$ cat src/rtl/mux_4to2_sched.sv
// Round-robin scheduler sharing two registered byte lanes among four valid/ready input streams.
// Optional feature macro: MUX_SCHED_RR_EN (defined = round-robin, undefined = fixed priority).
module mux_4to2_sched (
    input  logic       clk_2f,
    input  logic       reset_L,
    input  logic [7:0] in0,
    input  logic [7:0] in1,
    input  logic [7:0] in2,
    input  logic [7:0] in3,
    input  logic       valid_bit0,
    input  logic       valid_bit1,
    input  logic       valid_bit2,
    input  logic       valid_bit3,
    output logic       ready0,
    output logic       ready1,
    output logic       ready2,
    output logic       ready3,
    output logic [7:0] data_out1,
    output logic [7:0] data_out2,
    output logic       valid_bit_out1,
    output logic       valid_bit_out2
);

    logic [3:0] r_full;
    logic [7:0] r_hold [4];
    logic [1:0] r_ptr;
    logic [7:0] r_data1;
    logic [7:0] r_data2;
    logic       r_vld1;
    logic       r_vld2;

    logic [7:0] w_in [4];
    logic [3:0] w_valid;
    logic [3:0] w_ready;
    logic [3:0] w_accept;
    logic [3:0] w_grant;
    logic [1:0] w_idx [4];
    logic       w_g1;
    logic       w_g2;
    logic [1:0] w_g1_idx;
    logic [1:0] w_g2_idx;

    assign w_in[0] = in0;
    assign w_in[1] = in1;
    assign w_in[2] = in2;
    assign w_in[3] = in3;
    assign w_valid = {valid_bit3, valid_bit2, valid_bit1, valid_bit0};

    // Without round-robin the pointer is never updated, so scanning always starts at input 0.
    always_comb begin
        for (int k = 0; k < 4; k++) begin
            w_idx[k] = r_ptr + 2'(k);
        end
    end

    always_comb begin
        w_g1     = 1'b0;
        w_g2     = 1'b0;
        w_g1_idx = 2'd0;
        w_g2_idx = 2'd0;
        w_grant  = 4'b0000;
        for (int k = 0; k < 4; k++) begin
            if (r_full[w_idx[k]]) begin
                if (!w_g1) begin
                    w_g1     = 1'b1;
                    w_g1_idx = w_idx[k];
                end else if (!w_g2) begin
                    w_g2     = 1'b1;
                    w_g2_idx = w_idx[k];
                end
            end
        end
        if (w_g1) w_grant[w_g1_idx] = 1'b1;
        if (w_g2) w_grant[w_g2_idx] = 1'b1;
    end

    // A granted entry drains this edge, so it can be refilled in the same cycle.
    assign w_ready  = {4{!reset_L}} & (~r_full | w_grant);
    assign w_accept = w_valid & w_ready;

`ifdef MUX_SCHED_RR_EN
    logic [1:0] w_last_idx;
    assign w_last_idx = w_g2 ? w_g2_idx : w_g1_idx;
`endif

    always_ff @(posedge clk_2f) begin
        if (reset_L) begin
            r_full  <= 4'b0000;
            r_ptr   <= 2'd0;
            r_data1 <= 8'h00;
            r_data2 <= 8'h00;
            r_vld1  <= 1'b0;
            r_vld2  <= 1'b0;
            for (int i = 0; i < 4; i++) begin
                r_hold[i] <= 8'h00;
            end
        end else begin
            for (int i = 0; i < 4; i++) begin
                if (w_accept[i]) begin
                    r_hold[i] <= w_in[i];
                    r_full[i] <= 1'b1;
                end else if (w_grant[i]) begin
                    r_full[i] <= 1'b0;
                end
            end
            r_vld1  <= w_g1;
            r_vld2  <= w_g2;
            r_data1 <= w_g1 ? r_hold[w_g1_idx] : 8'h00;
            r_data2 <= w_g2 ? r_hold[w_g2_idx] : 8'h00;
`ifdef MUX_SCHED_RR_EN
            if (w_g1) r_ptr <= w_last_idx + 2'd1;
`endif
        end
    end

    assign ready0         = w_ready[0];
    assign ready1         = w_ready[1];
    assign ready2         = w_ready[2];
    assign ready3         = w_ready[3];
    assign data_out1      = r_data1;
    assign data_out2      = r_data2;
    assign valid_bit_out1 = r_vld1;
    assign valid_bit_out2 = r_vld2;

endmodule

$ cat config.mk
export PLATFORM = sky130hd
export DESIGN_NAME = mux_4to2_sched
export DESIGN_NICKNAME = d
export VERILOG_FILES = /design/src/rtl/mux_4to2_sched.sv
export SDC_FILE = /design/constraint.sdc
export NUM_CORES = 1
export LEC_CHECK = 0
export CAP_MARGIN = 20
export CORE_MARGIN = 4
export CORE_UTILIZATION = 45
export DETAILED_ROUTE_END_ITERATION = 12
export PLACE_DENSITY = 0.73
export SLEW_MARGIN = 20
export SYNTH_ARGS = -nofsm -noshare
export SYNTH_HDL_FRONTEND = slang
export SYNTH_SLANG_ARGS = --single-unit
$ cat constraint.sdc
create_clock -name clk_2f -period 2.1 [get_ports clk_2f]
set_input_delay 0.525 -clock clk_2f [delete_from_list [all_inputs] [get_ports clk_2f]]
set_output_delay 0.525 -clock clk_2f [all_outputs]
set_load 0.01 [all_outputs]
# ---- Word level (Yosys, flattened, before mapping)
# Memory sizes are Yosys's and may differ from the RTL's. A register that Yosys moved wholly into a read port is not among the register bits.
# Index checks and enable logic that the tools add are counted.
# W data, S select, Z words.
dict set report totals {
  ram_bits 32
  mem_count 1
  regBits 6
  in_bits 38
  output_inout_bits 22
  word_cells 87
}
dict set report classes {
  n_reduce_logical 9
  n_mux 56
  n_bitwise 11
  magnitude_cmp 4
}
# memory depth width read_ports rd_clocked_by_memory_dff wr line
set mem_list {}
lappend mem_list {r_hold 4 8 2 2 4 25} ;# logic [7:0] r_hold [4];
# operator count
set ops {}
lappend ops {{$mux W1} 38}
lappend ops {{$mux W8} 4}
lappend ops {{$mux W2} 10}
lappend ops {{$and A4 B4 Y4} 2}
lappend ops {{$mux W4} 2}
lappend ops {{$or A4 B4 Y4} 2}
lappend ops {{$reduce_bool A2 Y1} 4}
lappend ops {{$lt A2 B3 Y1 const B} 2}
lappend ops {{$demux W1 S2} 2}
lappend ops {{$ge A2 B1 Y1 const B} 2}
lappend ops {{$not A4 Y4} 1}
lappend ops {{$or A1 B1 Y1} 4}
lappend ops {{$reduce_or A2 Y1} 2}
lappend ops {{$logic_and A1 B1 Y1} 2}
lappend ops {{$not A1 Y1} 2}
lappend ops {{$logic_not A1 Y1} 1}

# ---- Depth between registers and ports, before layout
# Gate-level depths: netlist of the first run.
dict set report logic_depth {
  word_depth 22
  ltp_mapped 8
  depth_no_buf 6
}

# ---- Least setup slack after synthesis of the first run
# No wires, ideal clock.
dict set report synth_timing {
  kind {reg2reg}
  startpoint {reg r_full[0]}
  endpoint {mem r_hold[2][0], enable pin}
  synth_period_minus_slack_ps 2226
  path_stages_with_launch 8
  t_arrival_ps 1842
  t_required_ps 1716
  n_path_buf 1
  setup_time_ps 384
  setup_slack_ps -126
  cell_sequence {dfxtp_1 inv_1 ha_1 nor2b_1 buf_1 o21ai_0 a21oi_1 o21ai_0}
}
# element line
set synth_lines {}
lappend synth_lines {{start, declared} 24} ;# logic [3:0] r_full;
lappend synth_lines {{start signal, assigned} 88} ;# r_full <= 4'b0000;
lappend synth_lines {{start signal, assigned by index} 101} ;# r_full[i] <= 1'b1;
lappend synth_lines {{start signal, assigned by index} 103} ;# r_full[i] <= 1'b0;
lappend synth_lines {{end, declared} 25}

# ---- Worst setup path in the final report of the first run
dict set report layout_timing {
  startpoint {reg r_full[1]}
  endpoint {out ready1}
}
dict set report layout_via {
  elab_chain_cells 15
  elab_cells_between_ends 36
  classes_between {order compare (4); mux (26); bitwise (4); reduce/logical (2)}
}
# element line
set layout_rtl {}
lappend layout_rtl {{$mux W1} 63} ;# if (r_full[w_idx[k]]) begin
lappend layout_rtl {{$mux W2} 67} ;# end else if (!w_g2) begin
lappend layout_rtl {{$mux W2} 64} ;# if (!w_g1) begin
lappend layout_rtl {{$mux W2} 63}
lappend layout_rtl {{$mux W2} 67}
lappend layout_rtl {{$mux W2} 64}
lappend layout_rtl {{$mux W2} 63}
lappend layout_rtl {{$lt A2 B3 Y1 (implied by the code) or $ge A2 B1 Y1 (tied branches)} 74} ;# if (w_g2) w_grant[w_g2_idx] = 1'b1;
lappend layout_rtl {{$logic_and A1 B1 Y1 (implied by the code)} 74}
lappend layout_rtl {{$mux W1 (implied by the code)} 74}
lappend layout_rtl {{$demux W1 S2} 74}
lappend layout_rtl {{$or A4 B4 Y4 (no source line)} -}
lappend layout_rtl {{$mux W4} 74}
lappend layout_rtl {{$or A4 B4 Y4 *} 78} ;# assign w_ready = {4{!reset_L}} & (~r_full | w_grant);
lappend layout_rtl {{$and A4 B4 Y4 *} 78}
lappend layout_rtl {{end, declared} 15} ;# output logic ready1,
# Mark *: on every way between the ends. The rest lies on a longest branch, timed or not.

==> run summary, run 1 <==
On the worst path, the slowest cell contributes a delay of 0.37 ns. Synthesis produced 325 cells. After detailed routing, the number of remaining DRC violations is 0. The final max-slew violation count was 0.

The via count of the first global-routing pass was 2791; the count of antenna diodes in the layout was 0. The run gives 4120 um^2 as the total placed instance area. The global-route wire length before repair came out at 14.3 mm. The tools report the critical path endpoint category as an output port. The run gives 3210 um^2 as the summed instance area of the synthesized netlist. The clock transition at the registers of the reported paths came out at 0.10 ns. The width of the die works out to 92.4 um. Minimum setup slack in the final design: -0.260 ns. The start-to-end type of the worst setup path is reg2out. Traced cell by cell, the critical path runs through buf_6, ha_4, mux2i_2, o22ai_2, a21oi_2, nor2_1, buf_2. The net count of the finished layout is 462. The worst setup path is launched from a flip-flop. The leakage power total is 1.79 nW, and the proportion of synthesized flip-flops having asynchronous set or reset is 0. The post-layout minimum cycle time is 2.36 ns. The run finished, with violations left. At the later pin of the worst-skew pair, clock insertion delay measures 0.32 ns. Cell at the slowest stage of the critical path: dfxtp_4. The final total negative setup slack is -0.845 ns, and the number of cell rows is 30. The data required time at the worst endpoint is 1.57 ns, and the floorplan core area is 6870 um^2. The fraction of the yosys area taken by sequential cells came out at 0.437.

After the flow finishes, the layout carries non-filler instances totaling 516. Hold timing on the final database bottoms out at a slack of 0.682 ns. The ratio of total power to cell area is 623 nW/um^2. Clock skew on the completed layout was measured at 0.0104 ns.

Dividing the synthesized area by the synthesized cell count gives 9.86 um^2. The checks that failed: setup timing. Compared with the post-synthesis result, the final layout area differs by 37.0%.

The clock passes through at most 2 buffers. After detailed placement, the design holds a cell count of 501. The yosys synthesis warning count is 0, and the detailed-routing iteration count for the pre-antenna-repair pass is 5. Setup repair after global routing could not meet its margin everywhere. The most used flip-flop cell after synthesis was edfxtp_1.

The height of the chip works out to 92.4 um. For the count of endpoints failing hold in the final timing report, the log shows 0. At the end of routability-driven placement, the weighted congestion stood at 0.963. The tool flagged a number of max-cap violations equal to 0. The tools report the maximum clock frequency as 424 MHz. CTS saw 54 sinks.

The library cells used most frequently in the layout, excluding fill and tap cells, are clkdlybuf4s50_1 (55), buf_4 (45), edfxtp_1 (32). The total overflow left after global routing is 0. The number of synthesized flops with an enable pin was 32; the final wirelength was 9.48 mm. The critical-path maximum fanout was 4; the number of antenna violations at the first check in global routing was 0. The share of the cycle needed by the critical path after routing is 1.12.

Class of the most critical hold timing path: reg2reg. The run gives 6.82 mm as the placed wire-length estimate. The post-synthesis register bit count was 54. For the effective utilization at floorplan, the log shows 0.467. The total global-route track usage came out at 0.213. The post-detailed-route wirelength per cell was 18.4 um. Once layout is done, the placed cells without fillers occupy 4390 um^2. Total I/O pin count: 60. The net count after synthesis was 368; the post-synthesis cell type count was 49.

The area of the die was 8540 um^2; the worst slew margin relative to its limit was 0.515. The completed layout was analyzed and its total power is 2.74 mW. The cell sitting at the root of the clock tree is a clkbuf_8.

The final standard cell utilization of the core was 0.639; the arrival time at the worst endpoint was 1.84 ns. For the setup slack at placement, the log shows -0.379 ns. The share of layout cells above drive strength 1 was 0.238. Counting both buffers and inverters, the worst setup path holds a total of 2. The most common cell after layout, fill and taps aside was clkdlybuf4s50_1. After detailed routing, the number of vias per cell comes to 5.92. The maximum resistive drop on vdd came out at 0.000266 V. Entering global routing, the biggest net connects 34 pins. The routed layout has 3054 vias.

The total of buffers placed on input and output ports was 59; the number of buffers created by CTS was 5. Broken down by cell family, the worst path's largest delay share belongs to flip-flops. The layout has 551 filler cells. The count of nets left with antenna violations once routing finished came out at 0.

The count of final setup violators is 4. For the iteration-0 DRC count of the detailed router, the log shows 416. TritonCTS built the clock tree. The transition time at the pin with the least slew margin is 0.723 ns. The number of levels in the clock H-tree is 2.
-- state kept, by name, summed over array words and instances, names as in the netlist --
| name | flops |
|---|---|
| data_out2 | 8 |
| data_out1 | 8 |
| r_full | 4 |
| r_hold | 32 |
| valid_bit_out2 | 1 |
| valid_bit_out1 | 1 |
-- worst min-delay path, cell delays in order (launching register included) --
cell	delay [ns]
edfxtp_1	0.44
nand3_1	0.09
a31oi_1	0.09
-- layer usage --
layer  up-vias  global-route usage  wire length [um]
met5         -                   0                 0
met4         0              0.0644               252
met3        29              0.0431               929
met2       200               0.361              4460
met1      1395               0.274              3830
li1       1430                   -                 -
-- cells by family after synthesis --
| kind of cell | after synthesis | synth area share |
|---|---|---|
| DFF | 54 | 0.437 |
| AOI/OAI and AO/OA | 96 | 0.227 |
| and+or+nand+nor | 118 | 0.216 |
| adders and majority gates | 5 | 0.0195 |
| muxes | 11 | 0.0367 |
| buffers and inverters | 41 | 0.0632 |
-- layout make-up --
| class | instances | area [um^2] | area share |
|---|---|---|---|
| Inverter | 19 | 76.3 | 0.0174 |
| Multi-Input combinational cell | 230 | 1710 | 0.390 |
| Clock inverter | 3 | 28.8 | 0.00655 |
| Timing Repair Buffer | 109 | 980 | 0.223 |
| Sequential cell | 54 | 1410 | 0.320 |
| Tap cell | 96 | 120 | 0.0274 |
| Clock buffer | 5 | 68.8 | 0.0157 |
-- final timing paths --
check	start	endpoint	slack (ns)	cells after the start
setup / recovery	r_full[1]	ready1	-0.26	7
hold / removal	r_hold[1][3]	data_out1[3]	0.68	2
setup reg to reg	r_full[1]	r_hold[3][1]	0.02	8
hold reg to reg	r_hold[1][3]	data_out1[3]	0.68	2
-- cell usage after synthesis (2+ instances only) --
library cell,n,area [um^2]
inv_1,17,63.8
buf_4,3,22.5
mux2i_1,9,90.1
edfxtp_1,32,961
o22a_1,8,70.1
nand2_1,20,75.1
clkbuf_1,8,30.0
buf_2,6,30.0
o22ai_1,9,56.3
o21ai_0,3,15.0
o21a_1,2,15.0
a21oi_1,23,115
ha_1,5,62.6
and3_1,24,150
dfxtp_1,22,440
nor2b_1,2,12.5
and4_1,16,140
nor2_1,13,48.8
buf_6,4,45.0
mux2i_2,2,27.5
nand3_1,18,90.1
nor3_1,15,75.1
a22oi_1,8,60.1
a31oi_1,9,56.3
inv_2,2,7.51
a22o_1,17,149
a21o_1,6,45.0
-- report_power, final --
| part | switching [mW] | internal, mW | leakage, nW |
|---|---|---|---|
| clock network | 0.357 | 0.247 | 0.0502 |
| logic | 0.411 | 0.416 | 1.21 |
| registers | 0.0840 | 1.22 | 0.530 |
| total | 0.852 | 1.88 | 1.79 |
-- repair_timing --
action,4_1_cts,5_1_grt
buffers inserted,5,3
pin swaps,9,10
hold buffers,0,0
endpoints found under the setup margin,4,18
gates cloned,0,0
gates resized for setup,42,10
(Power assumes the default switching activity.)
==> run 2: changes to the inputs <==
clock period = 2 ns   (was 2.1 ns; I/O delays follow)
==> run 2 against run 1 <==
Compared with the run above: the run still ends with setup timing left; clock skew is 0.0043 ns higher; largest cell class unchanged; sequential cell count stayed put; core utilization is 2.6 points higher; die area stayed put; non-clock buffer count is 4 higher; power is 11% higher; design area is 4.1% higher; clock power is 26% higher; highest routed layer unchanged; critical endpoint unchanged; final cell count is 0.78% higher; via count is 1.3% lower; count of clock-buffer cells in the layout stayed put.
==> run summary, run 2 (synthesized netlist as in run 1, its figures left out) <==
The flow ran to the end, but the final reports show violations. The checks that failed: setup timing. The cell family with the largest share of critical-path delay was flip-flops. Setup repair after global routing could not meet its margin everywhere. The detail route stage leaves a number of antenna-violating nets equal to 0. The most common cell after layout, fill and taps aside is clkdlybuf4s50_1. Dividing total power by cell area gives a power density of 664 nW/um^2.

After the last flow step, the layout net total stands at 466. The endpoint of the worst hold path is data_out1[0]. The final standard cell utilization of the core was 0.666.

For the pin with the worst max-slew slack, the measured transition is 0.671 ns. For the sum of routed wire segments on met1, the log shows 3.86 mm. Traced cell by cell, the critical path runs through inv_4, ha_4, buf_6, nor4b_4, a21oi_2, a21oi_2, nor2_2, buf_2. At the later pin of the worst-skew pair, clock insertion delay measures 0.31 ns. The global-route wire length before repair was 14.1 mm; the share of the cycle needed by the critical path after routing was 1.17. The max capacitance violation total is 0, and the clock transition at the registers of the reported paths is 0.11 ns.

The tree is rooted in a clkbuf_8. In this run the worst hold path is classified as reg2reg. The arrival time at the worst endpoint is 1.83 ns, and the maximum clock frequency is 429 MHz. In this run the tool buffered the top-level ports with 59 buffer cells.

After detailed routing, the met2 layer carries 4.21 mm of wire. TritonCTS built the clock tree. The number of buffers created by CTS is 5. The switching share of total power works out to 0.297.

The filler cells instantiated in the layout total 513. The worst flop-to-flop path endpoint is r_hold[3][6]. Cell internal power was estimated by the tool at 2.13 mW. For the worst slew margin relative to its limit, the log shows 0.550.

Share of layout cells above drive strength 1: 0.269. Routability-driven placement finished with a final weighted congestion of 0.909. Ranked by flip-flop count, first place goes to r_hold. The tools report the floorplan core area as 6870 um^2.

Entering global routing, the biggest net connects 34 pins. The highest metal layer carrying signal wires in the routed design is met4. The count of hold buffers inserted by post-cts repair is 0.

The register with the most flip-flops in the layout has 32 of them. The leakage power total was 1.85 nW; the post-layout minimum cycle time was 2.33 ns. The final max-slew violation count is 0. After global routing the overflow that remains totals 0. Start-to-end type of the worst setup path: reg2out. The detailed-routing iteration count for the pre-antenna-repair pass was 5; the height of the chip was 92.4 um. The detailed router placed 3013 vias in this run.

The iteration-0 DRC count of the detailed router came out at 380. Summing all multi-input logic gate instances after layout gives 1780 um^2. The minimum setup slack in the final design is -0.332 ns. Dividing the detail-routed wire length by the instance count gives 17.6 um.

The sequential share of power was 0.452; the area of the die was 8540 um^2. For the via count of the first global-routing pass, the log shows 2719. After detailed routing, the met3 layer carries 792 um of wire. The logs give 0.298 for the share of total power in combinational logic and 1.50 ns for the data required time at the worst endpoint. In this run the count of I/O pins placed on the die edge is 60.

Total placed instance area: 4220 um^2. The number of cells on the worst reg-to-reg path is 9. Detailed placement ended at an HPWL of 6.53 mm. The relative area change from synthesis to final layout came out at 42.7%. The largest individual stage delay along the critical path comes from the cell dfxtp_4. 0 antenna diodes ended up in the layout. Setup violations remaining at the end of the flow were counted as 4. The floorplan step set the die width to 92.4 um. The count of endpoints failing hold in the final timing report is 0. For the worst clock skew, the log shows 0.0147 ns. The cell that appears most often on the critical path is a21oi_2.

The run gives 30 as the number of cell rows. For the number of levels in the clock H-tree, the log shows 2. For this design, the sink count on the clock tree is 54.

For the total global-route track usage, the log shows 0.206. The flop-to-flop setup slack is 0.01 ns, and the count of buffering cells on the critical path with inverters included is 3. The worst hold path begins at r_hold[1][0]. The number of antenna violations at the first check in global routing came out at 0.

In the final layout, flip-flops and latches occupy 1410 um^2. The critical path endpoint category was an output port. The critical-path maximum fanout is 6, and the finished layout cell area is 4570 um^2.

The worst-case IR drop observed on VDD is 0.000445 V. In the routed layout, each cell is associated on average with a via count of 5.79. The routed design has 9.16 mm of wire. Summed over all nets, the switching power comes to 904 uW.

The run gives 0.250 as the clock share of power. The maximum cell stage delay along the critical path was 0.40 ns; the effective utilization at floorplan was 0.467. The worst reg2reg path startpoint was r_full[1]. For this run, design rule violations remaining after detail routing come to 0.

After routing, the total negative slack on setup checks comes to -1.17 ns. The worst setup path is launched from a flip-flop. Number of cells on the worst hold path: 2. In the layout the commonest cells are clkdlybuf4s50_1 (55), buf_4 (42), edfxtp_1 (32). In this run the deepest clock path goes through 2 buffers.
-- run 2: worst min-delay path, delay by kind of cell, from the launching register on --
kind,cells,cell delay [ns]
and+or+nand+nor,1,0.09
DFF,1,0.44
AOI/OAI and AO/OA,1,0.10
-- run 2: power groups by stage --
stage	logic [mW]	clock network, mW	registers (mW)
after floorplan	0.448	0	1.37
after global placement	0.793	0	1.38
after detailed placement	0.805	0	1.39
after CTS	0.856	0.761	1.36
after global routing	0.973	0.825	1.38
final	0.906	0.759	1.37
-- run 2: metrics by stage --
| stage | power, mW | setup WS, ns | hold slack, ns | std cells |
|---|---|---|---|---|
| detailed placement | 2.19 | -0.451 | 0.662 | 505 |
| floorplan | 1.82 | 0.0151 | 0.574 | 325 |
| global placement | 2.18 | -0.373 | 0.660 | 505 |
| finish | 3.04 | -0.332 | 0.678 | 520 |
| global route | 3.18 | -0.421 | 0.715 | 520 |
| CTS | 2.98 | -0.265 | 0.679 | 518 |
-- run 2: worst max path at each step --
stage,from,end,slack [ns],cells past startpoint
3_5_place_dp,r_full[1],ready1,-0.45,8
6_report,r_full[1],ready1,-0.33,8
5_1_grt,r_full[1],ready2,-0.42,7
2_1_floorplan,r_full[0],ready1,0.02,7
3_3_place_gp,r_full[1],ready1,-0.37,8
4_1_cts,r_full[1],ready1,-0.26,8
-- run 2: layout make-up --
class                   instances  share of cell area
repair buffers                113               0.234
well taps                      96              0.0263
multi-input cells             230               0.389
flip-flops and latches         54               0.308
clock inverters                 3              0.0104
inverters                      19              0.0167
clock buffers                   5              0.0150
-- run 2: routing by layer --
layer / GRT usage / vias to the layer above
met5: 0 / -
met4: 0.0458 / 0
met3: 0.0374 / 38
met2: 0.341 / 190
met1: 0.280 / 1345
li1: - / 1440
-- run 2: repair_timing --
action / in CTS / in global routing
pin swaps: 16 / 14
setup buffers: 8 / 6
setup endpoints to repair: 36 / 39
gates resized for setup: 48 / 18
endpoints found under the hold margin: 0 / 0
==> patch 1: new RTL, settings of run 1 <==
`r_data1` and `r_data2` no longer have a reset.
--- a/src/rtl/mux_4to2_sched.sv
+++ b/src/rtl/mux_4to2_sched.sv
@@ -87,8 +87,6 @@
         if (reset_L) begin
             r_full  <= 4'b0000;
             r_ptr   <= 2'd0;
-            r_data1 <= 8'h00;
-            r_data2 <= 8'h00;
             r_vld1  <= 1'b0;
             r_vld2  <= 1'b0;
             for (int i = 0; i < 4; i++) begin
@@ -105,12 +103,15 @@
             end
             r_vld1  <= w_g1;
             r_vld2  <= w_g2;
-            r_data1 <= w_g1 ? r_hold[w_g1_idx] : 8'h00;
-            r_data2 <= w_g2 ? r_hold[w_g2_idx] : 8'h00;
 `ifdef MUX_SCHED_RR_EN
             if (w_g1) r_ptr <= w_last_idx + 2'd1;
 `endif
         end
+    end
+
+    always_ff @(posedge clk_2f) begin
+        r_data1 <= w_g1 ? r_hold[w_g1_idx] : 8'h00;
+        r_data2 <= w_g2 ? r_hold[w_g2_idx] : 8'h00;
     end
 
     assign ready0         = w_ready[0];
Formal check against the unedited RTL: differs if reset_L is asserted again (counterexample within 4 cycles, from zero or initial values and one cycle with reset_L high); with reset_L held inactive, the same outputs for 10 cycles.
==> patch 1 against run 1 <==
  * The flow still finishes with violations (negative setup slack)
  * Total power shrank 6.8%
  * Routed wire length down 36%
  * Clock skew down 4.4 ps
  * Critical path depth down 1
  * Largest cell class is now sequential cells
  * Sequential cell count unchanged
  * Setup slack better by 90 ps
  * Synthesized area fell by 20%
  * Critical endpoint unchanged
  * Cell area down 14%
  * Via count is 37% lower
==> patch 1: results (changes against run 1) <==
| Metric | Value |
|---|---|
| Post-CTS Setup Inserts | 7 (+2) |
| GR met3 Demand/Resource | 3.95% (-0.36 points) |
| Post-route insts no fill | 367 (-29%) |
| Slew of the pin with the lowest slew margin | 372 ps (-351 ps) |
| Met2 WL | 3070 um (-31%) |
| Reg-to-reg slack, setup | 60 ps (+40 ps) |
| GR Layer Usage met1 | 21.4% (-6.0 points) |
| Routed met1 length | 2480 um (-35%) |
| Setup tns final | -628 ps (+217 ps) |
| Final setup margin | -170 ps (+90.5 ps) |
| Clock Latency Late Sink | 300 ps (-20 ps) |
| Placed insts | 351 (-30%) |
| Met2 Resource Use GR | 31.3% (-4.8 points) |
| Dpl cell area | 3500 um^2 (-15%) |
| Gpl congestion | 0.798 (-17%) |
| Post-CTS sizing | 44 (+4.8%) |
| Ranking of synthesized cells by area | edfxtp_1, dfxtp_1, mux2i_1, and3_1, mux4_2 |
| Reg power frac | 50.0% (+2.3 points) |
| Met3 WL | 361 um (-61%) |
| Status | finished, violations left |
| Logic power comb | 0.669 mW (-19%) |
| Max Fanout on Critical Path | 5 (+1) |
| Commonest cells post-synth | edfxtp_1, and3_1, dfxtp_1, mux2i_1, and2_1 |
| Final hold slack | 594 ps (-88.3 ps) |
| CP delay by family, top | compound AO/OA/AOI/OAI gates |
| Post-DP HPWL | 4410 um (-35%) |
| Final #Nets | 337 (-27%) |
| Post-route cell area | 3780 um^2 (-14%) |
| Total Routing Usage GR | 18.0% (-3.3 points) |
| Place WS | -520 ps (-141 ps) |
| # setup viols final | 4 (unchanged) |
| Synth Area in Adders | 2.43% (+0.48 points) |
| Vias in the first global route | 1992 (-29%) |
| HP Start | r_hold[0][3]$_SDFFCE_PN0P_ |
| Sequential share of the synthesized area | 54.5% (+11 points) |
| FILL cells | 386 (-30%) |
| Sink of the worst hold path | data_out2[3]$_SDFF_PP0_ |
| Max VDD drop | 0.394 mV (+48%) |
| Detailed Route WL | 6060 um (-36%) |
| CP arrival | 1740 ps (-100 ps) |
| Leakage power | 1.66 nW (-7.2%) |
| Failing checks | negative setup slack |
| Synth Area per Inst | 13.0 um^2 (+32%) |
| Post-synthesis cell type count | 39 (-20%) |
| Syn nets | 240 (-35%) |
| Compound-gate portion of the synthesized area | 9.54% (-13 points) |
==> patch 1: cell types whose count changed after synthesis, moves of 8 or more <==
| cell | delta |
|---|---|
| nor3_1 | -15 |
| nand2_1 | -17 |
| a31oi_1 | -9 |
| and2_1 | +8 |
| nor2_1 | -9 |
| a22o_1 | -17 |
| and4_1 | -16 |
| and2b_1 | +8 |
| a22oi_1 | -8 |
| a21oi_1 | -17 |
| nand3_1 | -18 |
| mux2i_1 | +8 |
| inv_1 | -11 |
==> patch 1: logic make-up (layout without fill, tap and decap cells) <==
group           count (synthesis)  count (layout)
fa+ha+maj                       5               5
flops                          54              54
mux                            26              26
buf+inv                        15             112
compound gates                 33              33
simple gates                   64              65
==> patch 1: final cells by class <==
class | instances | area share [%]
Clock buffer | 6 | 2.18
Clock inverter | 2 | 0.463
Inverter | 6 | 0.595
Multi-Input combinational cell | 129 | 32.1
Sequential cell | 54 | 37.2
Tap cell | 72 | 2.38
Timing Repair Buffer | 98 | 25.1
==> patch 2: new RTL, settings of run 1 <==
Without the edit above. Add a define of `MUX_SCHED_RR_EN`.
--- a/src/rtl/mux_4to2_sched.sv
+++ b/src/rtl/mux_4to2_sched.sv
@@ -1,5 +1,7 @@
 // Round-robin scheduler sharing two registered byte lanes among four valid/ready input streams.
 // Optional feature macro: MUX_SCHED_RR_EN (defined = round-robin, undefined = fixed priority).
+`define MUX_SCHED_RR_EN
+
 module mux_4to2_sched (
     input  logic       clk_2f,
     input  logic       reset_L,
Behaviour: not the same (Yosys sat finds a counterexample within 4 cycles, from zero or initial values and one cycle with reset_L high).
==> patch 2 against run 1 <==
  * The flow still finishes with violations (negative setup slack)
  * Setup slack lost 790 ps
  * Sequential share of layout area decreased by 1.6 points
  * Sequential cell count is 2 higher
  * Synthesized area fell by 4.1%
  * Cell area up 8.1%
  * Critical path type unchanged
  * First-iteration DRC count shrank 40%
  * Routed wire length up 4.9%
  * Fmax fell by 25%
  * Count of clock-buffer cells in the layout unchanged
  * Via count down 4.3%
Power is not compared: it rests on default switching activity, and its combinational part moved more than twofold at a synthesized area within 25%.
==> patch 2: results (changes against run 1) <==
| Metric | Value |
|---|---|
| Failing checks | negative setup slack |
| Peak per-stage delay on the critical path | 550 ps (+180 ps) |
| Syn nets | 346 (-6.0%) |
| Max Fanout on Critical Path | 3 (-1) |
| Detailed Route WL | 9940 um (+4.9%) |
| WHS Path Cells | 2 (unchanged) |
| Worst Setup SP | r_ptr[0]$_SDFFE_PP0N_ |
| Reg-to-reg slack, setup | -790 ps (-810 ps) |
| Reg clk slew, reported paths | 110 ps |
| Leakage power | 1.93 nW |
| Depth of the most critical reg-to-reg path | 12 (+4) |
| CP delay by family, top | multiplexers |
| Ranking of synthesized cells by area | edfxtp_1, dfxtp_1, mux2i_1, nor3_1, o22ai_1 |
| Post-DP HPWL | 6530 um (-4.2%) |
| Reg2reg end | r_ptr[1]$_SDFFE_PP0N_ |
| Largest net degree at the start of global routing | 22 (-35%) |
| Final #Nets | 463 (+0.22%) |
| HP Start | r_hold[0][4]$_SDFFCE_PN0P_ |
| Dpl cell area | 4150 um^2 (+0.64%) |
| Slowest CP cell | mux4_2 |
| CP arrival | 2620 ps (+780 ps) |
| Status | finished, violations left |
| Gpl congestion | 0.909 (-5.6%) |
| FILL cells | 437 (-21%) |
| Final setup margin | -1050 ps (-787 ps) |
| Post-DR vias/cell | 5.84 (-1.4%) |
| Clk buf depth | 2 (unchanged) |
| CTS H-tree depth | 2 (unchanged) |
| Share of post-route cells with drive strength above 1 | 33.5% (+9.7 points) |
| Vias in the first global route | 2706 (-3.0%) |
| Place WS | -1130 ps (-750 ps) |
| Port bufs | 59 (unchanged) |
| Max reg flops | 32 (unchanged) |
| Clk root buf | clkbuf_8 |
| Synth Warn # | 0 (unchanged) |
| Post-synth ARST share | 0% (unchanged) |
| Clk_skew | 11.2 ps (+0.775 ps) |
| Sink of the worst hold path | data_out1[4]$_SDFF_PP0_ |
| DRC marker count from the first detailed-route iteration | 251 (-40%) |
| # setup viols final | 90 (+86) |
| Drt pass-1 iters | 4 (-1) |
| Clock Latency Late Sink | 320 ps (about the same) |
| Total Routing Usage GR | 22.1% (+0.76 points) |
| Rel. slew slack | 73.9% (+22 points) |
| Sequential share of the synthesized area | 46.9% (+3.2 points) |
| Post-synthesis cell type count | 49 (unchanged) |
| Number of inserted diodes | 0 (unchanged) |
| First-pass GRT wire length | 14300 um (-0.20%) |
| Commonest cells post-synth | mux2i_1, edfxtp_1, nor3_1, nand2_1, dfxtp_1 |
| FP Rows | 29 (-3.3%) |
patch 2: per-layer routing:
| metal | vias to the layer above | global-route usage (%) | part of all wire, % | wire [um] |
|---|---|---|---|---|
| li1 | 1373 | - | - | - |
| met1 | 1385 | 30.0 | 41 | 4070 |
| met2 | 137 | 36.4 | 49 | 4870 |
| met3 | 29 | 3.25 | 7.0 | 693 |
| met4 | 0 | 6.51 | 3.0 | 303 |
| met5 | - | 0 | 0 | 0 |
patch 2: stage by stage:
| stage | cells | TNS, ps | total power, mW | hold slack, ps | util [%] |
|---|---|---|---|---|---|
| 2_1_floorplan | 306 | -46040 | 3.06 | 505 | - |
| 3_3_place_gp | 470 | -42740 | 3.77 | 523 | 63.9 |
| 3_5_place_dp | 470 | -45670 | 3.79 | 546 | 63.9 |
| 4_1_cts | 496 | -46960 | 5.24 | 555 | 70.6 |
| 5_1_grt | 501 | -59360 | 5.88 | 587 | 73.1 |
| 6_report | 501 | -52100 | 5.65 | 568 | 73.1 |
patch 2: kinds of logic after synthesis:
family | after synthesis | share of synthesized area (%)
AOI/OAI and AO/OA | 69 | 16.7
and+or+nand+nor | 105 | 17.2
DFF | 56 | 46.9
adders and majority gates | 2 | 0.814
buffers and inverters | 37 | 5.53
muxes | 37 | 12.9
patch 2: where the power goes:
group          internal [mW]  switching [mW]
Clock                  0.246           0.376
Sequential              1.37           0.118
Combinational           1.99            1.54
Total                   3.61            2.04
patch 2: worst min-delay path: cells and delay by family (launching register included):
family | cells | cell delay, ps
AOI/OAI and AO/OA | 1 | 100
DFF | 1 | 360
muxes | 1 | 70
patch 2: repair_timing:
| item | 4_1_cts | 5_1_grt |
|---|---|---|
| setup buffers | 28 | 4 |
| cloned | 3 | 1 |
| gates resized for setup | 59 | 26 |
| pin swaps | 18 | 12 |
| setup endpoints to repair | 90 | 90 |
patch 2: area by class of cell:
| cell class | instances | share of cell area (%) |
|---|---|---|
| well taps | 77 | 2.03 |
| repair buffers | 137 | 28.3 |
| multi-input cells | 213 | 36.6 |
| flip-flops and latches | 56 | 30.4 |
| clock buffers | 5 | 1.45 |
| clock inverters | 3 | 0.501 |
| inverters | 10 | 0.791 |
patch 2: worst max path at each step:
stage	cells past startpoint	slack (ps)	endpoint
floorplan	9	-880	ready0
global placement	7	-1060	ready0
detailed placement	7	-1130	ready2
CTS	9	-1040	ready3
global route	9	-1120	ready3
finish	9	-1050	ready3
